$ cat config.mk
export PLATFORM = sky130hd
export DESIGN_NAME = alu_iter_unit_flat
export DESIGN_NICKNAME = d
export VERILOG_FILES = /design/src/rtl/alu_pkg.sv /design/src/rtl/alu_iter_unit_if.sv /design/src/rtl/alu_comb_core.sv /design/src/rtl/alu_iter_unit.sv /design/src/flat_wrapper.sv
export SDC_FILE = /design/constraint.sdc
export NUM_CORES = 1
export LEC_CHECK = 0
export CORE_MARGIN = 2
export CORE_UTILIZATION = 35
export CTS_CLUSTER_DIAMETER = 100
export CTS_CLUSTER_SIZE = 14
export DETAILED_ROUTE_END_ITERATION = 6
export SETUP_SLACK_MARGIN = 0.02
export SLEW_MARGIN = 10
export SYNTH_ARGS = -nofsm -noshare
export SYNTH_HDL_FRONTEND = slang
export SYNTH_SLANG_ARGS = --single-unit
$ cat constraint.sdc
create_clock -name i_clk -period 4.84 [get_ports i_clk]
set_input_delay 0.726 -clock i_clk [delete_from_list [all_inputs] [get_ports i_clk]]
set_output_delay 0.726 -clock i_clk [all_outputs]
set_load 0.05 [all_outputs]
$ cat src/rtl/alu_pkg.sv
// Shared opcode and FSM state definitions for the iterative ALU and its
// control decoder.
package alu_pkg;

  typedef enum logic [3:0] {
    OP_ADD  = 4'b0000,
    OP_SUB  = 4'b0001,
    OP_AND  = 4'b0010,
    OP_OR   = 4'b0011,
    OP_XOR  = 4'b0100,
    OP_SLL  = 4'b0101,
    OP_SLT  = 4'b0110,
    OP_SLTU = 4'b0111,
    OP_SRL  = 4'b1000,
    OP_SRA  = 4'b1001
  } alu_op_t;

  typedef enum logic [1:0] {
    ST_IDLE  = 2'd0,
    ST_SHIFT = 2'd1,
    ST_DONE  = 2'd2
  } state_t;

  function automatic logic is_shift_op(input logic [3:0] op);
    return (op == OP_SLL) || (op == OP_SRL) || (op == OP_SRA);
  endfunction

endpackage

$ cat src/rtl/alu_iter_unit_if.sv
// Request/result bundle of the iterative ALU.
// Handshake: a request transfers on the rising edge where i_valid && o_ready;
// a result transfers on the rising edge where o_valid && i_ready. The producer
// holds its payload stable while valid is high and not yet accepted.
interface alu_iter_unit_if #(
  parameter int DATA_WIDTH = 32
);
  logic                  i_valid;
  logic                  o_ready;
  logic [3:0]            i_alu_control;
  logic [DATA_WIDTH-1:0] i_src_a;
  logic [DATA_WIDTH-1:0] i_src_b;
  logic                  o_valid;
  logic                  i_ready;
  logic [DATA_WIDTH-1:0] o_result;
  logic                  o_zero;

  modport slave (
    input  i_valid, i_alu_control, i_src_a, i_src_b, i_ready,
    output o_ready, o_valid, o_result, o_zero
  );

  modport master (
    output i_valid, i_alu_control, i_src_a, i_src_b, i_ready,
    input  o_ready, o_valid, o_result, o_zero
  );
endinterface

$ cat src/rtl/alu_comb_core.sv
// Single-cycle combinational datapath. Shift opcodes pass operand A through:
// that is the zero-shift result, real shifts are iterated by the parent.
module alu_comb_core
  import alu_pkg::*;
#(
  parameter int DATA_WIDTH = 32
) (
  input  logic [3:0]            i_op,
  input  logic [DATA_WIDTH-1:0] i_a,
  input  logic [DATA_WIDTH-1:0] i_b,
  output logic [DATA_WIDTH-1:0] o_result
);

  always_comb begin
    o_result = i_a + i_b;
    case (i_op)
      OP_ADD:  o_result = i_a + i_b;
      OP_SUB:  o_result = i_a - i_b;
      OP_AND:  o_result = i_a & i_b;
      OP_OR:   o_result = i_a | i_b;
      OP_XOR:  o_result = i_a ^ i_b;
      OP_SLT:  o_result = DATA_WIDTH'($signed(i_a) < $signed(i_b));
      OP_SLTU: o_result = DATA_WIDTH'(i_a < i_b);
      OP_SLL, OP_SRL, OP_SRA: o_result = i_a;
      // Unassigned codes fall back to ADD.
      default: o_result = i_a + i_b;
    endcase
  end

endmodule

$ cat src/rtl/alu_iter_unit.sv
// Iterative ALU: one-cycle ops through alu_comb_core, shifts performed one bit
// per cycle in a working register, result held until the consumer takes it.
module alu_iter_unit
  import alu_pkg::*;
#(
  parameter int DATA_WIDTH  = 32,
  parameter int SHAMT_WIDTH = $clog2(DATA_WIDTH)
) (
  input  logic            i_clk,
  input  logic            i_rst_n,
  alu_iter_unit_if.slave  bus,
  output state_t          dbg_state
);

  localparam logic [SHAMT_WIDTH-1:0] CNT_ONE = SHAMT_WIDTH'(1);

  state_t                  state_q, state_d;
  logic [3:0]              op_q, op_d;
  logic [DATA_WIDTH-1:0]   result_q, result_d;
  logic [DATA_WIDTH-1:0]   shift_q, shift_d;
  logic [SHAMT_WIDTH-1:0]  cnt_q, cnt_d;
  logic [DATA_WIDTH-1:0]   core_result;
  logic [DATA_WIDTH-1:0]   shifted;
  logic [SHAMT_WIDTH-1:0]  shamt;
  logic                    accept;

  alu_comb_core #(.DATA_WIDTH(DATA_WIDTH)) u_core (
    .i_op     (bus.i_alu_control),
    .i_a      (bus.i_src_a),
    .i_b      (bus.i_src_b),
    .o_result (core_result)
  );

  assign shamt  = bus.i_src_b[SHAMT_WIDTH-1:0];
  assign accept = bus.i_valid && (state_q == ST_IDLE);

  always_ff @(posedge i_clk) begin
    if (!i_rst_n) begin
      state_q  <= ST_IDLE;
      op_q     <= 4'b0000;
      result_q <= '0;
      shift_q  <= '0;
      cnt_q    <= '0;
    end else begin
      state_q  <= state_d;
      op_q     <= op_d;
      result_q <= result_d;
      shift_q  <= shift_d;
      cnt_q    <= cnt_d;
    end
  end

  always_comb begin
    state_d  = state_q;
    op_d     = op_q;
    result_d = result_q;
    shift_d  = shift_q;
    cnt_d    = cnt_q;
    shifted  = shift_q;

    // One-bit step of the latched shift op; SRA replicates the sign bit,
    // which never changes while shifting right.
    case (op_q)
      OP_SLL:  shifted = {shift_q[DATA_WIDTH-2:0], 1'b0};
      OP_SRL:  shifted = {1'b0, shift_q[DATA_WIDTH-1:1]};
      OP_SRA:  shifted = {shift_q[DATA_WIDTH-1], shift_q[DATA_WIDTH-1:1]};
      default: shifted = shift_q;
    endcase

    case (state_q)
      ST_IDLE: begin
        if (accept) begin
          op_d = bus.i_alu_control;
          if (is_shift_op(bus.i_alu_control) && (shamt != '0)) begin
            shift_d = bus.i_src_a;
            cnt_d   = shamt;
            state_d = ST_SHIFT;
          end else begin
            result_d = core_result;
            state_d  = ST_DONE;
          end
        end
      end
      ST_SHIFT: begin
        shift_d = shifted;
        cnt_d   = cnt_q - CNT_ONE;
        if (cnt_q == CNT_ONE) begin
          result_d = shifted;
          state_d  = ST_DONE;
        end
      end
      ST_DONE: begin
        if (bus.i_ready) state_d = ST_IDLE;
      end
      default: state_d = ST_IDLE;
    endcase
  end

  assign bus.o_ready  = (state_q == ST_IDLE);
  assign bus.o_valid  = (state_q == ST_DONE);
  assign bus.o_result = result_q;
  assign bus.o_zero   = (result_q == '0);
  assign dbg_state    = state_q;

endmodule

$ cat src/flat_wrapper.sv
// flat-port wrapper written by rule: the top's interface ports become plain ports
module alu_iter_unit_flat import alu_pkg::*;
#(
  parameter int DATA_WIDTH  = 32,
  parameter int SHAMT_WIDTH = $clog2(DATA_WIDTH)
)
  (i_clk, i_rst_n, dbg_state, bus_i_valid, bus_i_alu_control, bus_i_src_a, bus_i_src_b, bus_i_ready, bus_o_ready, bus_o_valid, bus_o_result, bus_o_zero);
  alu_iter_unit_if #(.DATA_WIDTH(DATA_WIDTH)) bus_i ();
  input  logic i_clk;
  input  logic i_rst_n;
  output state_t dbg_state;
  input wire logic [$bits(bus_i.i_valid)-1:0] bus_i_valid;
  input wire logic [$bits(bus_i.i_alu_control)-1:0] bus_i_alu_control;
  input wire logic [$bits(bus_i.i_src_a)-1:0] bus_i_src_a;
  input wire logic [$bits(bus_i.i_src_b)-1:0] bus_i_src_b;
  input wire logic [$bits(bus_i.i_ready)-1:0] bus_i_ready;
  output wire logic [$bits(bus_i.o_ready)-1:0] bus_o_ready;
  output wire logic [$bits(bus_i.o_valid)-1:0] bus_o_valid;
  output wire logic [$bits(bus_i.o_result)-1:0] bus_o_result;
  output wire logic [$bits(bus_i.o_zero)-1:0] bus_o_zero;
  assign bus_i.i_valid = bus_i_valid;
  assign bus_i.i_alu_control = bus_i_alu_control;
  assign bus_i.i_src_a = bus_i_src_a;
  assign bus_i.i_src_b = bus_i_src_b;
  assign bus_i.i_ready = bus_i_ready;
  assign bus_o_ready = bus_i.o_ready;
  assign bus_o_valid = bus_i.o_valid;
  assign bus_o_result = bus_i.o_result;
  assign bus_o_zero = bus_i.o_zero;
  alu_iter_unit #(.DATA_WIDTH(DATA_WIDTH), .SHAMT_WIDTH(SHAMT_WIDTH)) u_core (.i_clk(i_clk), .i_rst_n(i_rst_n), .bus(bus_i), .dbg_state(dbg_state));
endmodule
### Word level (Yosys, flattened, before mapping)

Cells that the tools add are included.

* bits of input ports: 72
* flip-flop bits (word level): 75
* output and inout bits: 37

* multiplexer cells: 17
* reduce and logical (&&, ||, !) cells: 13
* bitwise operators: 3
* $add $sub $neg: 3
* equality and inequality tests: 20
* magnitude comparators: 2

Operators by type and width (number)
* case mux 32 bit (7 select lines): 1
* 2-to-1 mux 32 bit: 5
* case mux 32 bit (2 select lines): 2
* case mux 32 bit (3 select lines): 1
* less-than comparator 32 bit: 2
* adder 32 bit: 1
* bitwise AND 32 bit: 1
* logical NOT 32 bit: 1
* bitwise OR 32 bit: 1
* subtractor 32 bit: 1
* XOR 32 bit: 1
* equality test 4 x 3 -> 1 bit (second input constant): 5
* equality test 4 bit (second input constant): 4
* 2-to-1 mux 5 bit: 2
* case mux 5 bit (2 select lines): 1
* equality test 4 x 2 -> 1 bit (second input constant): 2
* 2-to-1 mux 2 bit: 4
* != test 2 x 1 -> 1 bit (second input constant): 3
* case mux 2 bit (3 select lines): 1
* AND reduction 3 bit: 2
* equality test 5 x 1 -> 1 bit (second input constant): 1
* nonzero test 5 bit: 1
* subtractor 5 x 1 -> 5 bit (second input constant): 1
* equality test 4 x 1 -> 1 bit (second input constant): 1
* other kinds (10): 13

### Depth between registers and ports, before layout

Gate-level depths: netlist (run 1).

* depth after elaboration: 7
* mapped depth: 13

### Hierarchy

From an unflattened synthesis (run 1), not the netlist that was laid out.

* cell total of the unflattened synthesis: 1267
* area, all modules: 9340.2 µm²

By module, submodules not included
* alu_comb_core: seq. area each 0.0 µm², times used 1, cells an instance 787, area each 5216.3 µm²
* alu_iter_unit: seq. area each 1501.4 µm², times used 1, cells an instance 480, area each 4124.0 µm²

### Least setup slack after synthesis (run 1)

Ideal clock, no wire load.

* path type: input to register
* start point: input port bus_i_src_a[0]
* end point: register u_core.result_q[30], in the netlist u_core.bus.o_result[30]
* stages on the path: 13
* path slack: 1.451 ns
* library setup time: 0.122 ns
* arrival: 3.267 ns
* cells stage by stage: inv_1 -> ha_1 -> inv_1 -> fa_1 -> nor2b_1 -> o211ai_1 -> a41oi_1 -> a211oi_2 -> o41ai_4 -> o41ai_4 -> o31ai_2 -> mux2i_1 -> o311a_1

* cells in the longest elaborated chain, start to end: 5
* elaborated cells on any way between the ends: 6
* classes of those cells: add/sub: 2; mux: 4

Ends and longest elaborated chain
* start: declaration: line flat_wrapper.sv:14 `input wire logic [$bits(bus_i.i_src_a)-1:0] bus_i_src_a;`
* adder 32 bit / subtractor 32 bit (equally long branches): line alu_comb_core.sv:17, alu_comb_core.sv:26, alu_comb_core.sv:18
* case mux 32 bit (7 select lines) *: line alu_comb_core.sv:16 `case (i_op)`
* 2-to-1 mux 32 bit *: line alu_iter_unit.sv:74 `if (is_shift_op(bus.i_alu_control) && (shamt != '0)) begin`
* 2-to-1 mux 32 bit *: line alu_iter_unit.sv:72 `if (accept) begin`
* case mux 32 bit (2 select lines) *: line alu_iter_unit.sv:70 `case (state_q)`
* end signal: assignment: line alu_iter_unit.sv:47 `result_q <= result_d;`
* end: declaration: line alu_iter_unit.sv:19 `logic [DATA_WIDTH-1:0] result_q, result_d;`

Mark *: on every way between the ends. The rest lies on a longest branch, timed or not. The select of a mux whose other input is x is not followed.
A chain may end at the register's enable or synchronous reset.

### Final worst setup path (run 1)

* start point: input port bus_i_src_a[12]
* end point: register u_core.result_q[24], in the netlist u_core.bus.o_result[24]

The elaborated chain is that of the path after synthesis.

==> summary.md, run 1 <==
| Metric | Value |
|---|---|
| Net Switching | `around 1.2 mW` |
| TritonCTS buffer count | `9` |
| Commonest non-fill, non-tap cell in the layout | `nand2_1` |
| Cell Pwr Density | `approximately 260 nW/um^2` |
| FF-to-FF path depth | `8` |
| Initial Utilization | `0.356` |
| Critical path arrival | `~4.5 ns` |
| Sequential fraction of design power | `0.279` |
| Core area | `approximately 25000 sq um` |
| Clock-pin slew on the worst setup and hold paths | `0.06 ns` |
| Final Hold Fails | `0` |
| Synth warnings | `0` |
| Max VDD drop | `between 0.15 and 0.2 mV` |
| Via density | `roughly 6.2` |
| CTS tree | `built` |
| HP Start | `u_core.bus.o_result[6]` |
| Finish-stage setup viols | `0` |
| Most frequent cells in the layout | `152 x nand2_1, 141 x a21oi_1, 108 x clkdlybuf4s50_1, 98 x inv_1, 98 x ha_1` |
| Clock Latency Late Sink | `~0.34 ns` |
| Rel. slew slack | `0.342` |
| ANT nets after route | `0` |
| Vias | `roughly 10000` |
| Worst flop-to-flop path endpoint | `u_core.bus.o_result[0]` |
| P_leak | `between 4 and 5 nW` |
| DRC viols | `0` |
| Die width | `164 microns` |
| Tightest Pin Transition | `0.987 ns` |
| CP Launch Type | `input pin` |
| RR Startpoint | `u_core.cnt_q[0]` |
| Clock Sinks | `75` |
| Fin crit share | `0.884` |
| Status | `finished clean` |
| Seq/Total Area, Yosys | `0.168` |
| Clk network pwr share | `0.224` |
| Iter 0 DRT Violations | `1334` |
| Grt total ovfl | `0` |
| Avg Cell Area, Syn | `slightly above 7 sq um` |
| Site row count | `just under 60` |
| EDFF count, synth | `0` |
| Fin nets | `around 1500` |
| Fin area | `10600 sq um` |
| Port Buffers | `~110` |
| Total setup buffers inserted after CTS | `0` |
| H-tree depth | `3` |
| Largest net degree at the start of global routing | `61` |
| First-pass GRT wire length | `54.4 mm` |
| Final Slew Violations | `0` |
| Share of cells above drive strength 1 | `0.0663` |
| Worst Hold Depth | `2` |
| Switching part of the total | `0.447` |
| Hold Path Class | `flip-flop to flip-flop` |
| FFs w/ async S/R, synth | `0` |
| RSZ-0062 raised after global routing | `no` |
| Resized cells post-CTS | `0` |
| Initial antenna violation count | `0` |
| CP Capture Type | `flip-flop` |
| Placement Cell Area | `roughly 10000 sq um` |
| Vias in the first global route | `9405` |
| Die area | `~27000 sq um` |
| Post-Syn Nets | `1439` |
| Post-Route WL | `about 35 mm` |
| Setup ws final | `around 0.56 ns` |
| Final design utilization | `0.423` |
| Fmax | `approximately 0.23 GHz` |
| Clock skew | `about 0.0060 ns` |
| Worst EP required | `between 5 and 6 ns` |
| Fillers | `about 2600` |
| Yosys reg bits | `75` |
| Internal power consumption | `~1.5 mW` |
| Die height | `around 160 microns` |
| WS Path Type | `input pin to flip-flop` |
| Gate count of the mapped netlist | `around 1300` |
| Synthesized area | `8950 sq um` |
| Final HPWL DP | `between 20 and 30 mm` |
| Pre-antenna DRT Iters | `6` |
| Hold Buf Count CTS | `0` |
| Place WS | `~0.36 ns` |
| Worst R2R Setup Slack | `~1.9 ns` |
| CP Max Fanout | `10` |
| Post-synthesis cell type count | `between 70 and 80` |
| CTS root buf | `clkbuf_16` |
| GP Congestion | `0.932` |
| Area Growth Syn to Fin | `18.7%` |
| All-layer global routing usage | `0.260` |
| Ant. Diodes | `0` |
| MaxCap Viol Count | `0` |
| Drt wl/cell | `~21 microns` |
| Fin crit period | `~4.3 ns` |
| Combinational fraction of design power | `0.497` |
| I/O Pins | `~110` |
| Clock tree buffer depth | `2` |
| Setup TNS | `0 ns` |
| Top FF cell, synth | `dfxtp_1` |
| Worst Hold Path EP | `u_core.bus.o_result[6]` |
-- synthesized netlist by cell type (all sizes together) (17+ instances only) --
cell | n | area share
ha | 98 | 0.14
nor3 | 22 | 0.012
a221oi | 56 | 0.055
o21ai | 78 | 0.044
a21oi | 143 | 0.080
o211ai | 42 | 0.035
clkbuf | 75 | 0.031
nand3 | 30 | 0.017
xnor2 | 17 | 0.017
nand2 | 152 | 0.064
dfxtp | 75 | 0.17
a21o | 22 | 0.018
inv | 99 | 0.042
buf | 20 | 0.011
nor2 | 81 | 0.034
-- flip-flops by register name (all words and copies together) (netlist names) --
signal and flops:
u_core.bus.o_result 32, u_core.shift_q 32, u_core.cnt_q 5, u_core.op_q 4
u_core.dbg_state 2
-- kinds of logic after synthesis --
| group | after synthesis | synth area share |
|---|---|---|
| xor+xnor | 18 | 0.0176 |
| compound gates | 494 | 0.383 |
| buf+inv | 196 | 0.0845 |
| fa+ha+maj | 100 | 0.141 |
| simple gates | 374 | 0.194 |
| mux | 10 | 0.0113 |
| flops | 75 | 0.168 |
-- metal layers --
metal  vias up  share of wire  global-route usage
met2       496           0.43               0.396
met4         0          0.021              0.0750
li1       4815              -                   -
met1      4885           0.46               0.381
met3        50          0.087              0.0323
met5         -              0                   0
-- worst max-delay path, stage by stage --
cell	delay [ns]
clkdlybuf4s50_1	0.72
inv_1	0.08
ha_1	0.50
inv_1	0.20
nor3_1	0.40
o211ai_1	0.27
a31oi_1	0.45
a21oi_1	0.14
o41ai_1	0.36
xnor2_1	0.17
o221ai_1	0.20
a32o_1	0.30
-- metrics by stage --
step           std cells  hold slack (ns)  power, mW
2_1_floorplan       1267            0.445       1.66
3_3_place_gp        1642            0.463       2.12
3_5_place_dp        1642            0.467       2.13
4_1_cts             1658            0.477       2.75
5_1_grt             1658            0.511       2.92
6_report            1658            0.476       2.77
-- worst max-delay path by stage --
stage	cells past startpoint	endpoint	from	slack [ns]
2_1_floorplan	13	u_core.bus.o_result[30]	bus_i_src_a[0]	1.45
3_3_place_gp	12	u_core.bus.o_result[24]	bus_i_src_a[12]	0.36
3_5_place_dp	12	u_core.bus.o_result[24]	bus_i_src_a[12]	0.36
4_1_cts	12	u_core.bus.o_result[24]	bus_i_src_a[12]	0.71
5_1_grt	12	u_core.bus.o_result[24]	bus_i_src_a[12]	0.37
6_report	12	u_core.bus.o_result[24]	bus_i_src_a[12]	0.56
-- area by class of cell --
class | count | area (sq um) | area share
sequential | 75 | 1500 | 0.141
timing repair buffer | 140 | 1320 | 0.124
multi-input combinational | 996 | 6750 | 0.635
clock buffer | 11 | 233 | 0.0219
inverter | 101 | 379 | 0.0357
tap | 330 | 413 | 0.0389
clock inverter | 5 | 30.0 | 0.00283
-- power groups by stage --
stage	Sequential (mW)	Combinational (mW)	Clock, mW
floorplan	0.871	0.791	0
global placement	0.781	1.34	0
detailed placement	0.782	1.35	0
CTS	0.770	1.35	0.628
global route	0.780	1.48	0.654
finish	0.773	1.38	0.620
Note: power is estimated with default switching activity, not from simulation.
==> run 2, diff against run 1 <==
ABC_CLOCK_PERIOD_IN_PS = 4840   (was unset)
CELL_PAD_IN_SITES_DETAIL_PLACEMENT = 0   (was unset)
CELL_PAD_IN_SITES_GLOBAL_PLACEMENT = 1   (was unset)
CORE_MARGIN = unset   (was 2)
PLACE_DENSITY_LB_ADDON = 0.1   (was unset)
==> run 2 against run 1 <==
  * Critical endpoint unchanged
  * Largest cell class unchanged
  * Worst hold slack worse by 0.0072 ns
  * First-iteration DRC count decreased by 7.3%
  * Combinational power is essentially flat
==> summary.md, run 2 (synthesized netlist as in run 1, its figures left out) <==
| Metric | Value |
|---|---|
| Port Buffers | `108 (unchanged)` |
| Most frequent cells in the layout | `152 x nand2_1, 141 x a21oi_1, 108 x clkdlybuf4s50_1, 98 x inv_1, 98 x ha_1` |
| Area Growth Syn to Fin | `19.3%` |
| Iter 0 DRT Violations | `1236 (-7.3%)` |
| GP Congestion | `0.905 (-2.9%)` |
| Hold Path Class | `flip-flop to flip-flop` |
| WS Path Type | `input pin to flip-flop` |
| Tightest Pin Transition | `1.07 ns (+0.0810 ns)` |
| Die area | `26200 sq um (-2.4%)` |
| Vias | `10100 (-1.1%)` |
| Clock-pin slew on the worst setup and hold paths | `0.07 ns (about the same)` |
| Fin crit share | `0.873 (-0.0108)` |
| Largest net degree at the start of global routing | `61 (unchanged)` |
| Fin nets | `1495 (unchanged)` |
| Die height | `162 microns (-1.2%)` |
| Rel. slew slack | `0.288 (-0.0540)` |
| ANT nets after route | `0 (unchanged)` |
| TritonCTS buffer count | `9 (unchanged)` |
| MaxCap Viol Count | `0 (unchanged)` |
| I/O Pins | `109 (unchanged)` |
| Clock skew | `0.0113 ns (+0.00529 ns)` |
| Drt wl/cell | `22.7 microns (+6.9%)` |
| Post-Route WL | `37.7 mm (+6.9%)` |
| P_leak | `4.26 nW (+0.30%)` |
| CTS root buf | `clkbuf_16` |
| Status | `finished clean` |
| Initial Utilization | `0.356 (unchanged)` |
| Share of cells above drive strength 1 | `0.0678 (+0.00151)` |
| Initial antenna violation count | `1 (+1)` |
| RSZ-0062 raised after global routing | `no` |
| CP Max Fanout | `10 (unchanged)` |
| Final Slew Violations | `0 (unchanged)` |
| CP Launch Type | `input pin` |
| Clock tree buffer depth | `2 (unchanged)` |
| Ant. Diodes | `0 (unchanged)` |
| DRC viols | `0 (unchanged)` |
| Grt total ovfl | `0 (unchanged)` |
| Clock Sinks | `75 (unchanged)` |
| Cell Pwr Density | `268 nW/um^2 (+2.8%)` |
| Pre-antenna DRT Iters | `5 (-1)` |
| Resized cells post-CTS | `0 (unchanged)` |
| CTS tree | `built` |
| Via density | `6.11 (-1.1%)` |
| Site row count | `58 (unchanged)` |
| Commonest non-fill, non-tap cell in the layout | `nand2_1` |
| All-layer global routing usage | `0.284 (+0.0238)` |
| Core area | `25100 sq um (unchanged)` |
| Critical path arrival | `4.47 ns (-0.04 ns)` |
| Setup TNS | `0 ns (unchanged)` |
| Final Hold Fails | `0 (unchanged)` |
| Max VDD drop | `0.150 mV (-14%)` |
| Total setup buffers inserted after CTS | `0 (unchanged)` |
| Hold Buf Count CTS | `0 (unchanged)` |
| Fmax | `0.237 GHz (+1.2%)` |
| Vias in the first global route | `9346 (-0.63%)` |
| Worst EP required | `5.08 ns (about the same)` |
| Total power | `2.86 mW (+3.3%)` |
| First-pass GRT wire length | `57.1 mm (+4.9%)` |
| Fin crit period | `4.22 ns (-0.0524 ns)` |
| Finish-stage setup viols | `0 (unchanged)` |
| Worst R2R Setup Slack | `1.52 ns (-0.36 ns)` |
| Final HPWL DP | `27.6 mm (+5.0%)` |
| H-tree depth | `3 (unchanged)` |
| Clock Latency Late Sink | `0.34 ns (about the same)` |
| CP Capture Type | `flip-flop` |
| Die width | `162 microns (-1.2%)` |
[run 2: layer usage]
| metal | share of wire | global-route usage | up-vias |
|---|---|---|---|
| li1 | - | - | 4783 |
| met1 | 0.49 | 0.429 | 4880 |
| met2 | 0.42 | 0.418 | 416 |
| met3 | 0.075 | 0.0391 | 48 |
| met4 | 0.018 | 0.0635 | 2 |
| met5 | 0.00035 | 0 | - |
[run 2: stage by stage]
stage	instances	worst slack (ns)	instance area (sq um)	hold WS (ns)	utilization
after floorplan	1267	1.45	8950	0.445	-
after global placement	1642	0.375	10400	0.459	0.413
after detailed placement	1642	0.288	10400	0.460	0.413
after CTS	1658	0.646	10700	0.468	0.425
after global routing	1658	0.415	10700	0.504	0.425
final	1658	0.616	10700	0.469	0.425
[run 2: worst paths after layout]
| path | endpoint | start | cells after the start |
|---|---|---|---|
| worst min-delay path | u_core.bus.o_result[6] | u_core.bus.o_result[6] | 2 |
| worst max register to register | u_core.bus.o_result[25] | u_core.cnt_q[0] | 8 |
| worst max-delay path | u_core.bus.o_result[24] | bus_i_src_a[12] | 12 |
| worst min register to register | u_core.bus.o_result[6] | u_core.bus.o_result[6] | 2 |
[run 2: critical path, stage by stage]
cell	delay, ns
clkdlybuf4s50_1	0.57
inv_1	0.08
ha_1	0.52
inv_1	0.22
nor3_1	0.42
o211ai_1	0.33
a31oi_1	0.41
a21oi_1	0.13
o41ai_1	0.41
xnor2_1	0.17
o221ai_1	0.17
a32o_1	0.30
[run 2: power by group]
part	switching, mW	internal, mW	leakage, nW
Sequential	0.0814	0.687	0.613
Clock	0.285	0.400	0.135
Combinational	0.906	0.500	3.51
Total	1.27	1.59	4.26
[run 2: final cells by class]
cell class	instances	area [sq um]
clock buffer	10	229
clock inverter	6	66.3
fill	2690	14400
inverter	101	379
multi-input combinational	996	6760
sequential	75	1500
tap	330	413
timing repair buffer	140	1330
